$ cat config.mk
export PLATFORM = sky130hd
export DESIGN_NAME = alu_operand_latch
export DESIGN_NICKNAME = d
export VERILOG_FILES = /design/src/rtl/alu_operand_latch.sv
export SDC_FILE = /design/constraint.sdc
export NUM_CORES = 1
export LEC_CHECK = 0
export CELL_PAD_IN_SITES_DETAIL_PLACEMENT = 1
export CELL_PAD_IN_SITES_GLOBAL_PLACEMENT = 1
export CORE_UTILIZATION = 29
export CTS_CLUSTER_SIZE = 40
export DETAILED_ROUTE_END_ITERATION = 8
export PLACE_DENSITY_LB_ADDON = 0.1
export SLEW_MARGIN = 20
export SYNTH_ARGS = -nofsm -noshare
export SYNTH_HDL_FRONTEND = slang
export SYNTH_SLANG_ARGS = --single-unit
$ cat constraint.sdc
create_clock -name clock -period 2.9 [get_ports clock]
set_input_delay 0.725 -clock clock [delete_from_list [all_inputs] [get_ports clock]]
set_output_delay 0.725 -clock clock [all_outputs]
set_load 0.02 [all_outputs]
$ cat src/rtl/alu_operand_latch.sv
// Operand-pairing stage ahead of the ALU units.
// Holds A and B tokens until both are present, then issues them together.
package pkg_en;
  localparam int WIDTH_DATA = 32;

  typedef struct packed {
    logic                  v;
    logic                  a;
    logic                  c;
    logic                  r;
    logic [WIDTH_DATA-1:0] d;
  } FTk_t;

  typedef struct packed {
    logic n;
  } BTk_t;
endpackage

module alu_operand_latch
  import pkg_en::*;
#(
  parameter int WIDTH_STALL = 8
) (
  input  logic                   clock,
  input  logic                   reset,
  input  FTk_t                   I_OperandA,
  input  FTk_t                   I_OperandB,
  output logic                   O_NackA,
  output logic                   O_NackB,
  output logic                   O_En,
  output FTk_t                   O_OperandA,
  output FTk_t                   O_OperandB,
  input  BTk_t                   I_BTk,
  output logic [WIDTH_STALL-1:0] O_StallCnt
);

  typedef enum logic [1:0] {
    EMPTY  = 2'd0,
    HOLD_A = 2'd1,
    HOLD_B = 2'd2,
    FULL   = 2'd3
  } state_t;

  state_t state;
  state_t nextState;
  FTk_t   regA;
  FTk_t   regB;

  logic release_;
  logic holdA;
  logic holdB;
  logic freeA;
  logic freeB;
  logic accA;
  logic accB;
  logic keepA;
  logic keepB;
  logic hasA;
  logic hasB;

  assign release_ = (state == FULL) && !I_BTk.n;
  assign holdA    = (state == HOLD_A) || (state == FULL);
  assign holdB    = (state == HOLD_B) || (state == FULL);
  assign freeA    = !holdA || release_;
  assign freeB    = !holdB || release_;

  // Sources are throttled for the whole reset period.
  assign O_NackA = !reset || !freeA;
  assign O_NackB = !reset || !freeB;

  assign accA  = I_OperandA.v && !O_NackA;
  assign accB  = I_OperandB.v && !O_NackB;
  assign keepA = holdA && !release_;
  assign keepB = holdB && !release_;
  assign hasA  = keepA || accA;
  assign hasB  = keepB || accB;

  always_comb begin
    nextState = EMPTY;
    unique case ({hasA, hasB})
      2'b11:   nextState = FULL;
      2'b10:   nextState = HOLD_A;
      2'b01:   nextState = HOLD_B;
      default: nextState = EMPTY;
    endcase
  end

  always_ff @(posedge clock) begin
    if (!reset) begin
      state      <= EMPTY;
      regA       <= '0;
      regB       <= '0;
      O_StallCnt <= '0;
    end else begin
      state <= nextState;
      if (accA) regA <= I_OperandA;
      if (accB) regB <= I_OperandB;
      if ((state == FULL) && I_BTk.n && (O_StallCnt != '1))
        O_StallCnt <= O_StallCnt + 1'b1;
    end
  end

  assign O_En = (state == FULL);

  always_comb begin
    O_OperandA   = regA;
    O_OperandA.v = O_En;
    O_OperandB   = regB;
    O_OperandB.v = O_En;
  end

endmodule

==> results of run 1 <==
## final cells by class
| type | count | area (sq um) |
|---|---|---|
| Timing Repair Buffer | 161 | 1620 |
| Sequential cell | 80 | 1600 |
| Clock buffer | 11 | 141 |
| Inverter | 74 | 278 |
| Multi-Input combinational cell | 182 | 1030 |
| Clock inverter | 5 | 80.1 |
| Fill cell | 1176 | 4990 |
| Tap cell | 133 | 166 |
## report_power, final
| part | internal [W] | switching, W |
|---|---|---|
| sequential | 0.00117 | 0.0000371 |
| clock | 0.000508 | 0.000408 |
| combinational | 0.000251 | 0.000231 |
| total | 0.00193 | 0.000676 |
## metal layers
layer | share of wire (%) | vias up | track usage, %
met5 | 0 | - | 0
met1 | 42 | 1298 | 18.7
li1 | - | 1464 | -
met2 | 49 | 85 | 29.1
met3 | 8.2 | 5 | 6.80
met4 | 0.80 | 0 | 4.29
## through the flow
| step | util [%] | area (sq um) | hold WS [ns] |
|---|---|---|---|
| final | 49.6 | 4920 | 0.475 |
| after detailed placement | 47.4 | 4700 | 0.465 |
| after global placement | 47.4 | 4700 | 0.452 |
| after CTS | 49.6 | 4920 | 0.482 |
| after global routing | 49.6 | 4920 | 0.504 |
| after floorplan | - | 3000 | 0.515 |
## logic make-up after synthesis
logic type,synth area share [%]
and+or+nand+nor,16.0
buffers and inverters,13.0
xor gates and xnor gates,0.875
DFF,53.3
muxes,0.333
AOI/OAI and AO/OA,16.1
adders and majority gates,0.417
## final timing paths
path                         end  slack (ns)  cells past startpoint
hold / removal    O_OperandA[23]        0.47                      2
setup reg to reg   O_StallCnt[7]        1.31                      5
hold reg to reg   O_OperandA[23]        0.47                      2
setup / recovery         O_NackB        0.12                      4
## layout by cell type (no fill, tap or decap), types with 3 or more instances in the layout
| cell type | instances |
|---|---|
| clkbuf_8 | 10 |
| and2_1 | 3 |
| o31ai_1 | 3 |
| xnor2_1 | 3 |
| nand2_1 | 4 |
| o21ai_0 | 72 |
| clkdlybuf4s50_1 | 156 |
| inv_1 | 74 |
| dfxtp_1 | 80 |
| nand3_1 | 72 |
## flip-flops by register name, indices dropped and copies added (netlist names)
name / count
O_StallCnt: 8
state: 2
O_OperandA: 35
O_OperandB: 35
## worst register-to-register path, cell delays in order (launching register included)
cell,delay (ns)
dfxtp_1,0.35
ha_1,0.23
nand3_1,0.16
o21ai_4,0.12
or4_1,0.52
a21boi_1,0.14
==> impl_results.md, run 1 <==
* Status: finished clean
* Nets at a little under 600
* Area of the mapped netlist at approximately 3000 sq um
* Initial core utilization at 30.3%
* Hold Crit Start: O_OperandA[23]
* Clock Latency Late Sink at 0.34 ns
* Clock Pin Slew Worst Setup and Hold Paths at 0.08 ns
* Total clock sinks at 80
* Setup bufs post-CTS at 0
* Most frequent cells after synthesis: 80 x dfxtp_1, 74 x inv_1, 72 x nand3_1, 72 x o21ai_0, 15 x clkbuf_1
* Critical path arrival at 2.06 ns
* Crit path capture type: primary output
* VDD IR max at 0.215 mV
* Largest cells by area after synthesis: dfxtp_1 53%, nand3_1 12%, o21ai_0 12%
* RSZ-0062 raised after global routing: false
* Setup Skew at 0.0136 ns
* Final Hold Viols at 0
* Core Area at 9910 sq um
* DR vias/cell at roughly 4.4
* DIE WIDTH at approximately 100 um
* Avg Cell Area, Syn at ~8.3 sq um
* Asr flop ratio synth at 0%
* Critical path's most frequent cell: clkdlybuf4s50_1
* Routed length per instance at 13.5 um
* Final Max Tran Viols at 0
* Post-Syn Instances at about 360
* Final period util at a little over nine tenths
* First-pass GRT wire length at 14.4 mm
* Final worst setup slack at approximately 0.12 ns
* DR pass1 iterations at 3
* Critical path class: primary input to primary output
* Iter 0 DRT Violations at 61
* Syn_nets at 437
* FF+latch count, synth at 80
* Place WS at approximately 0.12 ns
* Non-Filler Instances at 646
* Routed wire length at 8.75 mm
* Seq/Total Area, Yosys at a little over half
* Crit-path cells: clkdlybuf4s50_1 > o21ai_0 > nand2_1 > clkdlybuf4s50_1
* Slowest-stage cell, CP: clkdlybuf4s50_1
* Measured slew at the worst slew-check pin at 0.476 ns
* Dpl hpwl at 6.28 mm
* CP startpoint: I_BTk
* Inst Count DP at 630
* Critical Path RT at 2.17 ns
* Max H-tree Level at 3
* Row count at 36
* Most frequent cell after synthesis: dfxtp_1
* Max-cap violations at 0
* Post-synth EDFFs at 0
* Vias in the first global route at 2909
* Number of CTS-inserted buffers at 9
* # IOs at 158
* Port buffer count at about 160
* CTS tree: yes
* P per Cell Area at 530 nW/um^2
* DRC Markers at 0
* Initial antenna violation count at 0
* Critical path peak fanout at 5
* Design Power at 0.00261 W
* Area leader, netlist: dfxtp_1
* Gr usage total at roughly 17%
* Largest net degree at the start of global routing at ~70
* Crit-path max cell delay at roughly 0.6 ns
* Die Ht at 104 um
* Antenna diodes at 0
* Worst Path Buf+Inv at 2
* Netlist cell types at 28
* Area grow syn2layout at 63.8%
* Gp weighted congestion at 0.747
* DR vias at 2852
* Final min period at 2.78 ns
* Crit path launch type: primary input
* Total grt overflow at 0
* Reg-to-reg startpoint: O_StallCnt[0]
* Longest Clk Path Bufs at 2
* Count of final setup violators at 0
* Root buf cell: clkbuf_8
* Post-CTS resize count at 0
* Worst min path class: register to register
* Top cell type's share of synthesized area at 53.3%
* Main synth FF type: dfxtp_1
* Setup TNS Final at 0 ns
* Layout cell share with drive strength beyond 1 at between 5 and 6%
* Post-DRT Antenna Nets at 0
* Leak Pwr at 2.03 nW
* Full die area at 10800 sq um
* # hold bufs at CTS at 0
* Synth Warn # at 0
* CP top delay family: buffers and inverters
* Max frequency at about 0.36 GHz
* Slew margin rel. at about two thirds
Power figures use the tool's default switching activity.
==> run 2: changes to the inputs <==
--- a/config.mk
+++ b/config.mk
@@ -5,6 +5,7 @@
 export SDC_FILE = /design/constraint.sdc
 export NUM_CORES = 1
 export LEC_CHECK = 0
+export ABC_AREA = 0
 export CELL_PAD_IN_SITES_DETAIL_PLACEMENT = 1
 export CELL_PAD_IN_SITES_GLOBAL_PLACEMENT = 1
 export CORE_UTILIZATION = 29
==> results of run 2 <==
Same layout as run 1: the final DEF is identical, and so are final timing and power.
==> run 3: changes to the inputs <==
--- a/config.mk
+++ b/config.mk
@@ -8,7 +8,9 @@
 export ABC_AREA = 0
 export CELL_PAD_IN_SITES_DETAIL_PLACEMENT = 1
 export CELL_PAD_IN_SITES_GLOBAL_PLACEMENT = 1
-export CORE_UTILIZATION = 29
+export CORE_MARGIN = 2
+export CORE_UTILIZATION = 30
+export CTS_BUF_LIST = sky130_fd_sc_hd__clkbuf_4
 export CTS_CLUSTER_SIZE = 40
 export DETAILED_ROUTE_END_ITERATION = 8
 export PLACE_DENSITY_LB_ADDON = 0.1
==> run 3 against run 2 <==
- hold slack improved by 0.0069 ns
- cell area down 1.3%
- critical path depth did not move
- largest cell class unchanged
- sequential power barely moved
==> impl_results.md, run 3 (synthesis results as in run 1) <==
* Worst min path class: register to register
* Area grow syn2layout at 61.7%
* Internal at 0.00178 W
* Full die area at 10800 sq um
* Crit-path max cell delay at around 0.59 ns
* Commonest non-fill, non-tap cell in the layout: clkdlybuf4s50_1
* Measured slew at the worst slew-check pin at around 0.49 ns
* Port buffer count at 157
* CP top delay family: buffers and inverters
* Largest net degree at the start of global routing at between 70 and 80
* Nets at between 500 and 600
* Clock Latency Late Sink at 0.41 ns
* Vias in the first global route at 2783
* DR vias at 2841
* Routed length per instance at 13.0 um
* Total clock sinks at 80
* Final min period at 2.81 ns
* Reg power frac at 49.9%
* Slowest-stage cell, CP: clkdlybuf4s50_1
* Crit path launch type: primary input
* Initial antenna violation count at 0
* Gp weighted congestion at slightly above 0.7
* Row count at 36
* Clock share of power at 30.4%
* Max frequency at 0.356 GHz
* Hold Crit Start: O_OperandA[1]
* First-pass GRT wire length at 13.5 mm
* Number of CTS-inserted buffers at 9
* Leak Pwr at 2.00 nW
* Worst Hold Depth at 2
* Critical path's most frequent cell: clkdlybuf4s50_1
* Crit path capture type: primary output
* Post-CTS resize count at 0
* Critical path class: primary input to primary output
* Most frequent cells in the layout: 156 x clkdlybuf4s50_1, 80 x dfxtp_1, 74 x inv_1
* Worst Path Buf+Inv at 2
* Crit-path cells: clkdlybuf4s50_1 > o21ai_0 > nand2_1 > clkdlybuf4s50_1
* DR pass1 iterations at 4
* CTS tree: yes
* Longest Clk Path Bufs at 2
* Total grt overflow at 0
* Initial core utilization at 30.9%
* RSZ-0062 raised after global routing: false
* Post-DRT Antenna Nets at 0
* Die Ht at approximately 100 um
* Clock Pin Slew Worst Setup and Hold Paths at 0.11 ns
* Reg-to-reg startpoint: O_StallCnt[0]
* Max-cap violations at 0
* Iter 0 DRT Violations at 61
* Setup bufs post-CTS at 0
* Status: finished clean
* Core Area at 9730 sq um
* FF-to-FF path depth at 5
* # hold bufs at CTS at 0
* Setup Skew at approximately 0.011 ns
* Worst hold endpoint: O_OperandA[1]
* DIE WIDTH at approximately 100 um
* Critical path peak fanout at 5
* Final Hold Viols at 0
* # IOs at 158
* P per Cell Area at 499 nW/um^2
* Combinational power share at 19.8%
* Switching power at 0.000645 W
* Critical path arrival at 2.08 ns
* Dpl hpwl at 6.03 mm
* Root buf cell: clkbuf_4
* Final period util at 96.8%
* Layout cell share with drive strength beyond 1 at under 10%
* Critical R2R Capture: O_StallCnt[7]
* Setup TNS Final at 0 ns
* Antenna diodes at 0
* DR vias/cell at 4.40
* Core Util, Final at 49.9%
* Sw frac at 26.6%
* Worst Hold Slack at 0.482 ns
* Count of final setup violators at 0
* R2r setup slk at 1.31 ns
* Routed wire length at 8.39 mm
* Critical Path RT at about 2.2 ns
* Slew margin rel. at 67.6%
* Gr usage total at between 10% and 20%
* VDD IR max at 0.268 mV
* Max H-tree Level at 3
* DRC Markers at 0
* Final Max Tran Viols at 0
[run 3: worst min-delay path: stages, from the launching register on]
cell and delay [ns]:
dfxtp_1 0.33, nand3_1 0.05, o21ai_0 0.06
[run 3: area by class of cell]
cell class | count | area, sq um
Clock buffer | 10 | 75.1
Clock inverter | 6 | 83.8
Fill cell | 1141 | 4870
Inverter | 74 | 278
Multi-Input combinational cell | 182 | 1030
Sequential cell | 80 | 1600
Tap cell | 133 | 166
Timing Repair Buffer | 161 | 1620
[run 3: routing by layer]
layer / track usage, % / vias up / share of wire, %
met3: 6.27 / 7 / 7.0
met2: 26.9 / 78 / 49
met1: 17.4 / 1295 / 42
li1: - / 1461 / -
met4: 5.21 / 0 / 1.0
met5: 0 / - / 0
[run 3: worst max path at each step]
stage,start,to,cells after the start
global placement,I_BTk,O_NackA,4
detailed placement,I_BTk,O_NackA,4
finish,I_BTk,O_NackA,4
floorplan,reset,O_NackA,3
global route,I_BTk,O_NackA,4
CTS,I_BTk,O_NackA,4
[run 3: stage by stage]
stage | area [sq um] | setup slack (ns) | cells | total power, W
global route | 4860 | 0.00826 | 646 | 0.00257
detailed placement | 4700 | 0.103 | 630 | 0.00172
CTS | 4860 | 0.0912 | 646 | 0.00247
finish | 4860 | 0.0923 | 646 | 0.00242
floorplan | 3000 | 0.768 | 361 | 0.00143
global placement | 4700 | 0.145 | 630 | 0.00171
[run 3: power groups by stage]
stage          Combinational, W  Clock, W  Sequential, W
2_1_floorplan          0.000112         0        0.00132
3_3_place_gp           0.000478         0        0.00123
3_5_place_dp           0.000485         0        0.00123
4_1_cts                0.000487  0.000774        0.00121
5_1_grt                0.000516  0.000831        0.00122
6_report               0.000479  0.000736        0.00121
